[src/rtl/alu_seq_pkg.sv]
// Shared types and constants for the sequential ALU with 7-segment display.
// Holds the FSM state and opcode encodings and the active-low hex segment table.
package alu_seq_pkg;

    typedef enum logic [1:0] {
        WAIT_A   = 2'd0,
        WAIT_B   = 2'd1,
        WAIT_OP  = 2'd2,
        SHOW_RES = 2'd3
    } state_e;

    typedef enum logic [2:0] {
        OP_ADD  = 3'd0,
        OP_SUB  = 3'd1,
        OP_AND  = 3'd2,
        OP_OR   = 3'd3,
        OP_XOR  = 3'd4,
        OP_SHL  = 3'd5,
        OP_SHR  = 3'd6,
        OP_PASS = 3'd7
    } op_e;

    // Active-low {g,f,e,d,c,b,a} patterns for hex digits 0..F.
    localparam logic [6:0] SEG_LUT [16] = '{
        7'h40, 7'h79, 7'h24, 7'h30, 7'h19, 7'h12, 7'h02, 7'h78,
        7'h00, 7'h10, 7'h08, 7'h03, 7'h46, 7'h21, 7'h06, 7'h0E
    };

    localparam logic [6:0] SEG_BLANK = 7'h7F;

endpackage

[src/rtl/seg7_scan.sv]
// Time-multiplexed 8-digit hex display driver: each digit stays lit for
// REFRESH_CNT cycles; digits beyond WIDTH/4 are blanked.
module seg7_scan
    import alu_seq_pkg::*;
#(
    parameter int WIDTH       = 8,
    parameter int REFRESH_CNT = 50000
) (
    input  logic             clk,
    input  logic             reset,
    input  logic [WIDTH-1:0] value_i,
    output logic [6:0]       segments_o,
    output logic [7:0]       anodes_o
);

    localparam int CW   = (REFRESH_CNT > 2) ? $clog2(REFRESH_CNT) : 1;
    localparam int NDIG = WIDTH / 4;

    logic [CW-1:0] cnt_q, cnt_d;
    logic [2:0]    idx_q, idx_d;
    logic [31:0]   val32;
    logic [3:0]    nib;

    always_ff @(posedge clk or negedge reset) begin
        if (!reset) begin
            cnt_q <= '0;
            idx_q <= '0;
        end else begin
            cnt_q <= cnt_d;
            idx_q <= idx_d;
        end
    end

    always_comb begin
        cnt_d = cnt_q + CW'(1);
        idx_d = idx_q;
        if (cnt_q == CW'(REFRESH_CNT - 1)) begin
            cnt_d = '0;
            idx_d = idx_q + 3'd1;
        end
    end

    always_comb begin
        val32 = '0;
        val32[WIDTH-1:0] = value_i;
        nib = val32[{idx_q, 2'b00} +: 4];
        if (int'(idx_q) < NDIG) begin
            anodes_o   = ~(8'b1 << idx_q);
            segments_o = SEG_LUT[nib];
        end else begin
            anodes_o   = 8'hFF;
            segments_o = SEG_BLANK;
        end
    end

endmodule

[src/rtl/alu_seq_display.sv]
// Operand/opcode entry FSM with registered ALU result shown on a scanned display.
// Define ALU_SEQ_FLAGS_EN to build the {N,Z,C,V} flag register; otherwise flags read 0.
module alu_seq_display
    import alu_seq_pkg::*;
#(
    parameter int WIDTH       = 8,
    parameter int REFRESH_CNT = 50000
) (
    input  logic             clk,
    input  logic             reset,
    input  logic [WIDTH-1:0] data_in,
    input  logic             enter,
    output logic [1:0]       state_o,
    output logic [3:0]       flags,
    output logic [6:0]       segments,
    output logic [7:0]       anodes
);

    localparam int M = WIDTH - 1;

    state_e           state_q, state_d;
    logic [WIDTH-1:0] reg_a_q, reg_b_q, reg_res_q;
    logic [2:0]       reg_op_q;
    op_e              op_sel;
    logic [WIDTH-1:0] alu_res;
    logic [WIDTH-1:0] disp_val;

    // State register
    always_ff @(posedge clk or negedge reset) begin
        if (!reset) state_q <= WAIT_A;
        else        state_q <= state_d;
    end

    // Next-state logic: every cycle with enter high advances one state
    always_comb begin
        state_d = state_q;
        if (enter) begin
            case (state_q)
                WAIT_A:   state_d = WAIT_B;
                WAIT_B:   state_d = WAIT_OP;
                WAIT_OP:  state_d = SHOW_RES;
                default:  state_d = WAIT_A;
            endcase
        end
    end

    // Output logic
    always_comb begin
        state_o  = state_q;
        disp_val = (state_q == SHOW_RES) ? reg_res_q : data_in;
    end

    always_ff @(posedge clk or negedge reset) begin
        if (!reset) begin
            reg_a_q   <= '0;
            reg_b_q   <= '0;
            reg_op_q  <= '0;
            reg_res_q <= '0;
        end else if (enter) begin
            case (state_q)
                WAIT_A:  reg_a_q <= data_in;
                WAIT_B:  reg_b_q <= data_in;
                WAIT_OP: begin
                    reg_op_q  <= data_in[2:0];
                    reg_res_q <= alu_res;
                end
                default: ;
            endcase
        end
    end

    // The result only loads in WAIT_OP, where the live switch opcode is used.
    assign op_sel = op_e'((state_q == WAIT_OP) ? data_in[2:0] : reg_op_q);

    always_comb begin
        alu_res = '0;
        case (op_sel)
            OP_ADD:  alu_res = reg_a_q + reg_b_q;
            OP_SUB:  alu_res = reg_a_q - reg_b_q;
            OP_AND:  alu_res = reg_a_q & reg_b_q;
            OP_OR:   alu_res = reg_a_q | reg_b_q;
            OP_XOR:  alu_res = reg_a_q ^ reg_b_q;
            OP_SHL:  alu_res = {reg_a_q[M-1:0], 1'b0};
            OP_SHR:  alu_res = {1'b0, reg_a_q[M:1]};
            default: alu_res = reg_a_q;
        endcase
    end

`ifdef ALU_SEQ_FLAGS_EN
    logic [WIDTH:0] sum_x, dif_x;
    logic           c_flag, v_flag;
    logic [3:0]     alu_flags, flags_q;

    assign sum_x = {1'b0, reg_a_q} + {1'b0, reg_b_q};
    assign dif_x = {1'b0, reg_a_q} - {1'b0, reg_b_q};

    always_comb begin
        c_flag = 1'b0;
        v_flag = 1'b0;
        case (op_sel)
            OP_ADD: begin
                c_flag = sum_x[WIDTH];
                v_flag = (reg_a_q[M] == reg_b_q[M]) && (alu_res[M] != reg_a_q[M]);
            end
            OP_SUB: begin
                c_flag = ~dif_x[WIDTH];
                v_flag = (reg_a_q[M] != reg_b_q[M]) && (alu_res[M] != reg_a_q[M]);
            end
            OP_SHL:  c_flag = reg_a_q[M];
            OP_SHR:  c_flag = reg_a_q[0];
            default: ;
        endcase
        alu_flags = {alu_res[M], (alu_res == '0), c_flag, v_flag};
    end

    always_ff @(posedge clk or negedge reset) begin
        if (!reset)                         flags_q <= '0;
        else if (enter && state_q == WAIT_OP) flags_q <= alu_flags;
    end

    assign flags = flags_q;
`else
    assign flags = 4'b0000;
`endif

    seg7_scan #(
        .WIDTH       (WIDTH),
        .REFRESH_CNT (REFRESH_CNT)
    ) u_scan (
        .clk        (clk),
        .reset      (reset),
        .value_i    (disp_val),
        .segments_o (segments),
        .anodes_o   (anodes)
    );

endmodule

[config.mk]
export PLATFORM = sky130hd
export DESIGN_NAME = alu_seq_display
export DESIGN_NICKNAME = d
export VERILOG_FILES = /design/src/rtl/alu_seq_pkg.sv /design/src/rtl/seg7_scan.sv /design/src/rtl/alu_seq_display.sv
export SDC_FILE = /design/constraint.sdc
export NUM_CORES = 1
export LEC_CHECK = 0
export CAP_MARGIN = 20
export CORE_MARGIN = 4
export CORE_UTILIZATION = 45
export CTS_BUF_LIST = sky130_fd_sc_hd__clkbuf_4
export DETAILED_ROUTE_END_ITERATION = 16
export PLACE_DENSITY_LB_ADDON = 0.1
export SLEW_MARGIN = 20
export SYNTH_ARGS = -nofsm -noshare
export SYNTH_HDL_FRONTEND = slang
export SYNTH_SLANG_ARGS = --single-unit
[constraint.sdc]
create_clock -name clk -period 3.78 [get_ports clk]
set_clock_uncertainty 0.1 [all_clocks]
set_input_delay 0.567 -clock clk [delete_from_list [all_inputs] [get_ports clk]]
set_output_delay 0.567 -clock clk [all_outputs]
set_load 0.05 [all_outputs]
==> impl_results.md, run 1 <==
* Fmax at about 280 MHz
* Die height at approximately 99 microns
* TritonCTS clock tree: yes
* I/O pins at 32
* Worst R2R Path Depth at 12
* Layout cells sized above 1 at 0.1546
* CTS root buf: clkbuf_4
* TritonRoute pass-1 iters at 4
* Largest area contributor in the netlist: dfrtp_1
* Die Width at approximately 99 microns
* Antenna diode count at 0
* Synthesized netlist cell count at 393
* Tightest Hold Check Type: in2async
* First-pass GRT wire length at roughly 15 mm
* Ys async rst share at 1.000
* Number of remaining DRC errors at 0
* Crit-path max FO at 4
* Final Max Tran Viols at 0
* Status: finished, final reports clean
* Synthesized area at between 3000 and 4000 sq um
* Hold WS at about 0.048 ns
* Initial Util at 0.4721
* Row cnt at 32
* Tcrit/Tclk final at 0.9446
* Die Area at 9749 sq um
* Count leader, synth: dfrtp_1
* PwrDens at between 900 and 1000 nW/um^2
* Post-synth EDFFs at 0
* Area Overhead vs Synth at 9.929%
* Final count of hold timing violations at 0
* Longest Clk Path Bufs at 2
* Worst path required time at a little over 3 ns
* Vias at approximately 2900
* DP Wirelength at approximately 6.6 mm
* H-tree level count at 2
* Yosys warns at 0
* Unrepaired setup endpoints after global routing: no
* Slew @ Worst Pin at roughly 0.94 ns
* Headroom to the max-slew limit at 0.3689
* Synth top area cells: dfrtp_1 (32%), ha_1 (13%), mux2_2 (7.0%), nand2_1 (4.3%), xnor2_1 (4.0%)
* Maxcap violations at 0
* Top FF cell, synth: dfrtp_1
* Setup CP Type: in2out
* Initial antenna violation count at 0
* Port Buffers at 21
* Avg Inst Size Synth at around 9.4 sq um
* Total GRT Usage at 0.1848
* CTS Sinks at 48
* Post-CTS Setup Inserts at 0
* Synth cell count leaders: dfrtp_1 (48), nand2_1 (42), ha_1 (38)
* CP endpoint kind: primary output
* Worst setup SP type: input pin
* NumNets Final at ~460
* Setup violations, final at 0
* Final GP Congestion at between 0.8 and 0.9
* Flop and latch count out of synthesis at 48
* Vias in the first global route at 2821
* Clk pin slew, worst setup/hold paths at 0.17 ns
* DRT Wirelength at roughly 8.7 mm
* Grt ovf at 0
* Num CTS Buffers at 5
* Worst Path Arrival at ~2.9 ns
* Maximum VDD drop at 0.0003961 V
* Area fraction of the dominant cell type after synthesis at 0.3242
* Final ANT Viol Nets at 0
* Post-DR vias/cell at ~5.6
* Synth cell types at 58
* Seq/Total Area, Yosys at 0.3242
* DRT iter0 DRCs at 203
* Total core area at just under 8000 sq um
* Largest net degree at the start of global routing at 26
* Clk_lat worst skew at between 0.3 and 0.4 ns
* Avg WL per Cell at between 15 and 20 microns
* Setup TNS at 0 ns
* Min cycle time layout at approximately 3.6 ns
* LEAKAGE at 1.789 nW
## worst max-delay path, cell delays in order
cell and delay (ns):
clkdlybuf4s50_1 0.51, mux4_2 0.53, nand2_1 0.15, inv_1 0.10, ha_1 0.25, mux4_2 0.46, nand2b_1 0.15, buf_4 0.18
## through the flow
| step | utilization | power, mW | std cells | instance area, sq um | setup WS [ns] |
|---|---|---|---|---|---|
| detailed placement | 0.5061 | 3.395 | 508 | 3971 | 0.2229 |
| global route | 0.5190 | 4.070 | 516 | 4073 | 0.04646 |
| finish | 0.5190 | 3.744 | 516 | 4073 | 0.2094 |
| global placement | 0.5061 | 3.362 | 508 | 3971 | 0.2755 |
| floorplan | - | 2.823 | 401 | 3735 | 0.01903 |
| CTS | 0.5171 | 3.740 | 516 | 4058 | 0.02939 |
## state kept, by name, summed over array words and instances (netlist names)
register,count
reg_a_q,8
reg_b_q,8
reg_op_q,3
reg_res_q,8
state_o,2
u_scan.cnt_q,16
u_scan.idx_q,3
## layout make-up
class	instances	area, sq um
fillers	783	3775
well taps	102	127.6
flip-flops and latches	48	1204
multi-input cells	304	2295
repair buffers	28	265.3
clock inverters	3	46.29
clock buffers	5	37.54
inverters	26	97.59
## per-layer routing
layer | up-vias | GRT usage | share of wire
li1 | 1406 | - | -
met1 | 1430 | 0.2598 | 0.47
met2 | 61 | 0.3079 | 0.48
met3 | 6 | 0.02689 | 0.051
met4 | 0 | 0.03151 | 0.0070
met5 | - | 0 | 0
## kinds of logic after synthesis
group,after synthesis,share of synthesized area
buf+inv,49,0.06855
compound gates,88,0.1520
xor+xnor,27,0.06383
fa+ha+maj,39,0.1337
other cells,2,0.002027
simple gates,107,0.1375
mux,33,0.1182
flops,48,0.3242
## path summary, 6_finish.rpt
check	start	endpoint	slack, ns
worst max-delay path	data_in[1]	segments[3]	0.21
worst min-delay path	reset	state_o[0]	0.05
worst max register to register	state_o[0]	reg_res_q[5]	0.36
worst min register to register	u_scan.idx_q[2]	u_scan.idx_q[2]	0.39
max in group asynchronous	reset	reg_b_q[7]	2.76
min in group clk	u_scan.idx_q[2]	u_scan.idx_q[2]	0.39
## timing repair
item | 4_1_cts | 5_1_grt
hold buffers | 0 | 0
gates resized for setup | 1 | 4
pin swaps | 0 | 0
setup endpoints to repair | 1 | 1
## power breakdown
group | switching [mW] | internal, mW
Sequential | 0.241 | 0.670
Combinational | 1.41 | 1.09
Clock | 0.186 | 0.142
## cells in the final DEF (no fill, tap or decap), drive strengths merged, types with 13 or more instances in the layout
master         instances
dfrtp                 48
a21oi                 23
nand3                 13
nand2                 42
mux2                  23
clkdlybuf4s50         13
buf                   15
o21ai                 26
ha                    38
xnor2                 17
inv                   27
nor2                  32
(Power assumes the default switching activity.)
==> run 2, diff against run 1 <==
Settings changed: PLACE_DENSITY from default to 0.68, PLACE_DENSITY_LB_ADDON 0.1 to default.
==> impl_results.md, run 2 (same netlist as run 1, synthesis figures left out) <==
* CTS root buf: clkbuf_4
* Setup TNS at 0 ns (unchanged)
* Placed Area at 3964 sq um (-0.19%)
* PwrDens at 918.3 nW/um^2 (-0.12%)
* TritonCTS clock tree: yes
* Max reg flops at 16 (unchanged)
* Vias at 2859 (-1.5%)
* Total core area at 7848 sq um (unchanged)
* Clock network fraction of total power at 0.085 (-0.003)
* Layout cells sized above 1 at 0.1453 (-0.009311)
* First-pass GRT wire length at 13.78 mm (-5.4%)
* Crit-path max FO at 4 (unchanged)
* Internal power at 1.903 mW (-0.12%)
* Sequential Area at 1201 sq um (-0.21%)
* Port Buffers at 21 (unchanged)
* DRT iter0 DRCs at 212 (+4.4%)
* Commonest non-fill, non-tap cells in the layout: dfrtp_1 (48), nand2_1 (42), ha_1 (37)
* Setup CP Type: in2out
* Final count of hold timing violations at 0 (unchanged)
* Area of the multi-input gates at 2292 sq um (-0.11%)
* Switching share of power at 0.4900 (-0.001245)
* NumNets Final at 462 (-0.22%)
* Die Area at 9749 sq um (unchanged)
* Num CTS Buffers at 5 (unchanged)
* Worst path depth at 8 (unchanged)
* Worst path required time at 3.11 ns (about the same)
* FILL cells at 770 (-1.7%)
* CP endpoint kind: primary output
* DRT Wirelength at 8.221 mm (-5.9%)
* Worst Path Arrival at 2.92 ns (+0.02 ns)
* Most flop-heavy register: u_scan.cnt_q
* Slew @ Worst Pin at 0.9074 ns (-0.03115 ns)
* Setup violations, final at 0 (unchanged)
* Final Max Tran Viols at 0 (unchanged)
* CTS Sinks at 48 (unchanged)
* Post-route worst setup slack at 0.1941 ns (-0.01526 ns)
* CP most frequent cell: mux4_2
* Hold buffer count at CTS at 0 (unchanged)
* Final ANT Viol Nets at 0 (unchanged)
* Dpl ws at 0.1989 ns (-0.02399 ns)
* Grt ovf at 0 (unchanged)
* Crit-path leading delay family: multiplexers
* Area Overhead vs Synth at 9.659%
* Total GRT Usage at 0.1727 (-0.01204)
* Antenna diode count at 0 (unchanged)
* Most common cell after layout, fill and taps aside: dfrtp_1
* Crit path largest cell delay at 0.53 ns (about the same)
* Worst setup SP type: input pin
* DP Wirelength at 6.218 mm (-5.5%)
* Worst path bufs/invs at 3 (unchanged)
* LEAKAGE at 1.787 nW (about the same)
* Maxcap violations at 0 (unchanged)
* Unrepaired setup endpoints after global routing: no
* Fmax at 278.9 MHz (-0.43%)
* Initial antenna violation count at 0 (unchanged)
* Sequential power share at 0.243 (about the same)
* Number of remaining DRC errors at 0 (unchanged)
* Maximum VDD drop at 0.0004829 V (+22%)
* Initial Util at 0.4721 (unchanged)
* TritonRoute pass-1 iters at 4 (unchanged)
* Final Cell Area at 4063 sq um (-0.25%)
* Clk_lat worst skew at 0.37 ns (-0.02 ns)
* Largest net degree at the start of global routing at 49 (+88%)
* I/O pins at 32 (unchanged)
* Die height at 98.74 microns (unchanged)
* Row cnt at 32 (unchanged)
* Die Width at 98.74 microns (unchanged)
* Avg WL per Cell at 15.96 microns (-5.7%)
* H-tree level count at 2 (unchanged)
* Min cycle time layout at 3.586 ns (+0.01526 ns)
* Post-DR vias/cell at 5.551 (-1.3%)
* Worst R2R Path Depth at 12 (unchanged)
* Headroom to the max-slew limit at 0.3899 (+0.02094)
* Worst-path cell chain: clkdlybuf4s50_1 > mux4_2 > nand2_1 > inv_1 > ha_1 > mux4_2 > nand2b_1 > buf_4
* Longest Clk Path Bufs at 2 (unchanged)
* Hold WS at 0.07404 ns (+0.02642 ns)
* Tightest Hold Check Type: in2async
* Status: finished, final reports clean
* CP max stage cell: mux4_2
* Tcrit/Tclk final at 0.9486 (+0.004036)
* Final GP Congestion at 0.8851 (-0.39%)
* Net Switching at 1.828 mW (-0.61%)
* Logic pwr share at 0.672 (+0.003)
* Clk pin slew, worst setup/hold paths at 0.15 ns (-0.02 ns)
* Vias in the first global route at 2836 (+0.53%)
==> run 2: changes by cell type in the layout (fill, tap and decap cells not counted) <==
| cell | previous run | this run |
|---|---|---|
| dfrtp_1 | 46 | 48 |
| dfrtp_2 | 2 | 0 |
| buf_2 | 1 | 0 |
| nand2_1 | 41 | 42 |
| nand2_2 | 1 | 0 |
==> run 2: what timing repair did <==
| action | 4_1_cts | 5_1_grt |
|---|---|---|
| setup buffers | 0 | 0 |
| endpoints found under the setup margin | 1 | 1 |
| resized for setup | 1 | 1 |
==> run 2: power by group through the flow <==
stage | clock network (mW) | logic, mW | registers, mW
6_report | 0.317 | 2.51 | 0.906
5_1_grt | 0.348 | 2.76 | 0.932
4_1_cts | 0.327 | 2.51 | 0.897
3_5_place_dp | 0 | 2.49 | 0.907
3_3_place_gp | 0 | 2.42 | 0.901
2_1_floorplan | 0 | 1.96 | 0.863
==> run 2: path summary, 6_finish.rpt <==
path,slack [ns],to,startpoint
worst max-delay path,0.19,segments[3],data_in[1]
worst min-delay path,0.07,u_scan.cnt_q[10],reset
worst max register to register,0.39,reg_res_q[5],state_o[0]
worst min register to register,0.40,u_scan.idx_q[2],u_scan.idx_q[2]
max in group asynchronous,3.08,state_o[0],reset
min in group clk,0.40,u_scan.idx_q[2],u_scan.idx_q[2]
==> run 2: through the flow <==
step | utilization | total power, mW | cells
2_1_floorplan | - | 2.823 | 401
3_3_place_gp | 0.5051 | 3.323 | 507
3_5_place_dp | 0.5051 | 3.399 | 507
4_1_cts | 0.5161 | 3.729 | 515
5_1_grt | 0.5177 | 4.043 | 515
6_report | 0.5177 | 3.731 | 515
==> run 2: cell type report <==
| type | count | share of cell area |
|---|---|---|
| clock inverter | 3 | 0.01140 |
| clock buffer | 5 | 0.009239 |
| timing repair buffer | 27 | 0.06406 |
| sequential | 48 | 0.2957 |
| tap | 102 | 0.03141 |
| inverter | 26 | 0.02402 |
| multi-input combinational | 304 | 0.5642 |
==> run 2: per-layer routing <==
metal | track usage | wire length (microns) | vias up
met1 | 0.2404 | 3831 | 1375
met5 | 0 | 0 | -
met2 | 0.2813 | 3849 | 74
li1 | - | - | 1402
met3 | 0.02902 | 455 | 8
met4 | 0.04307 | 84 | 0
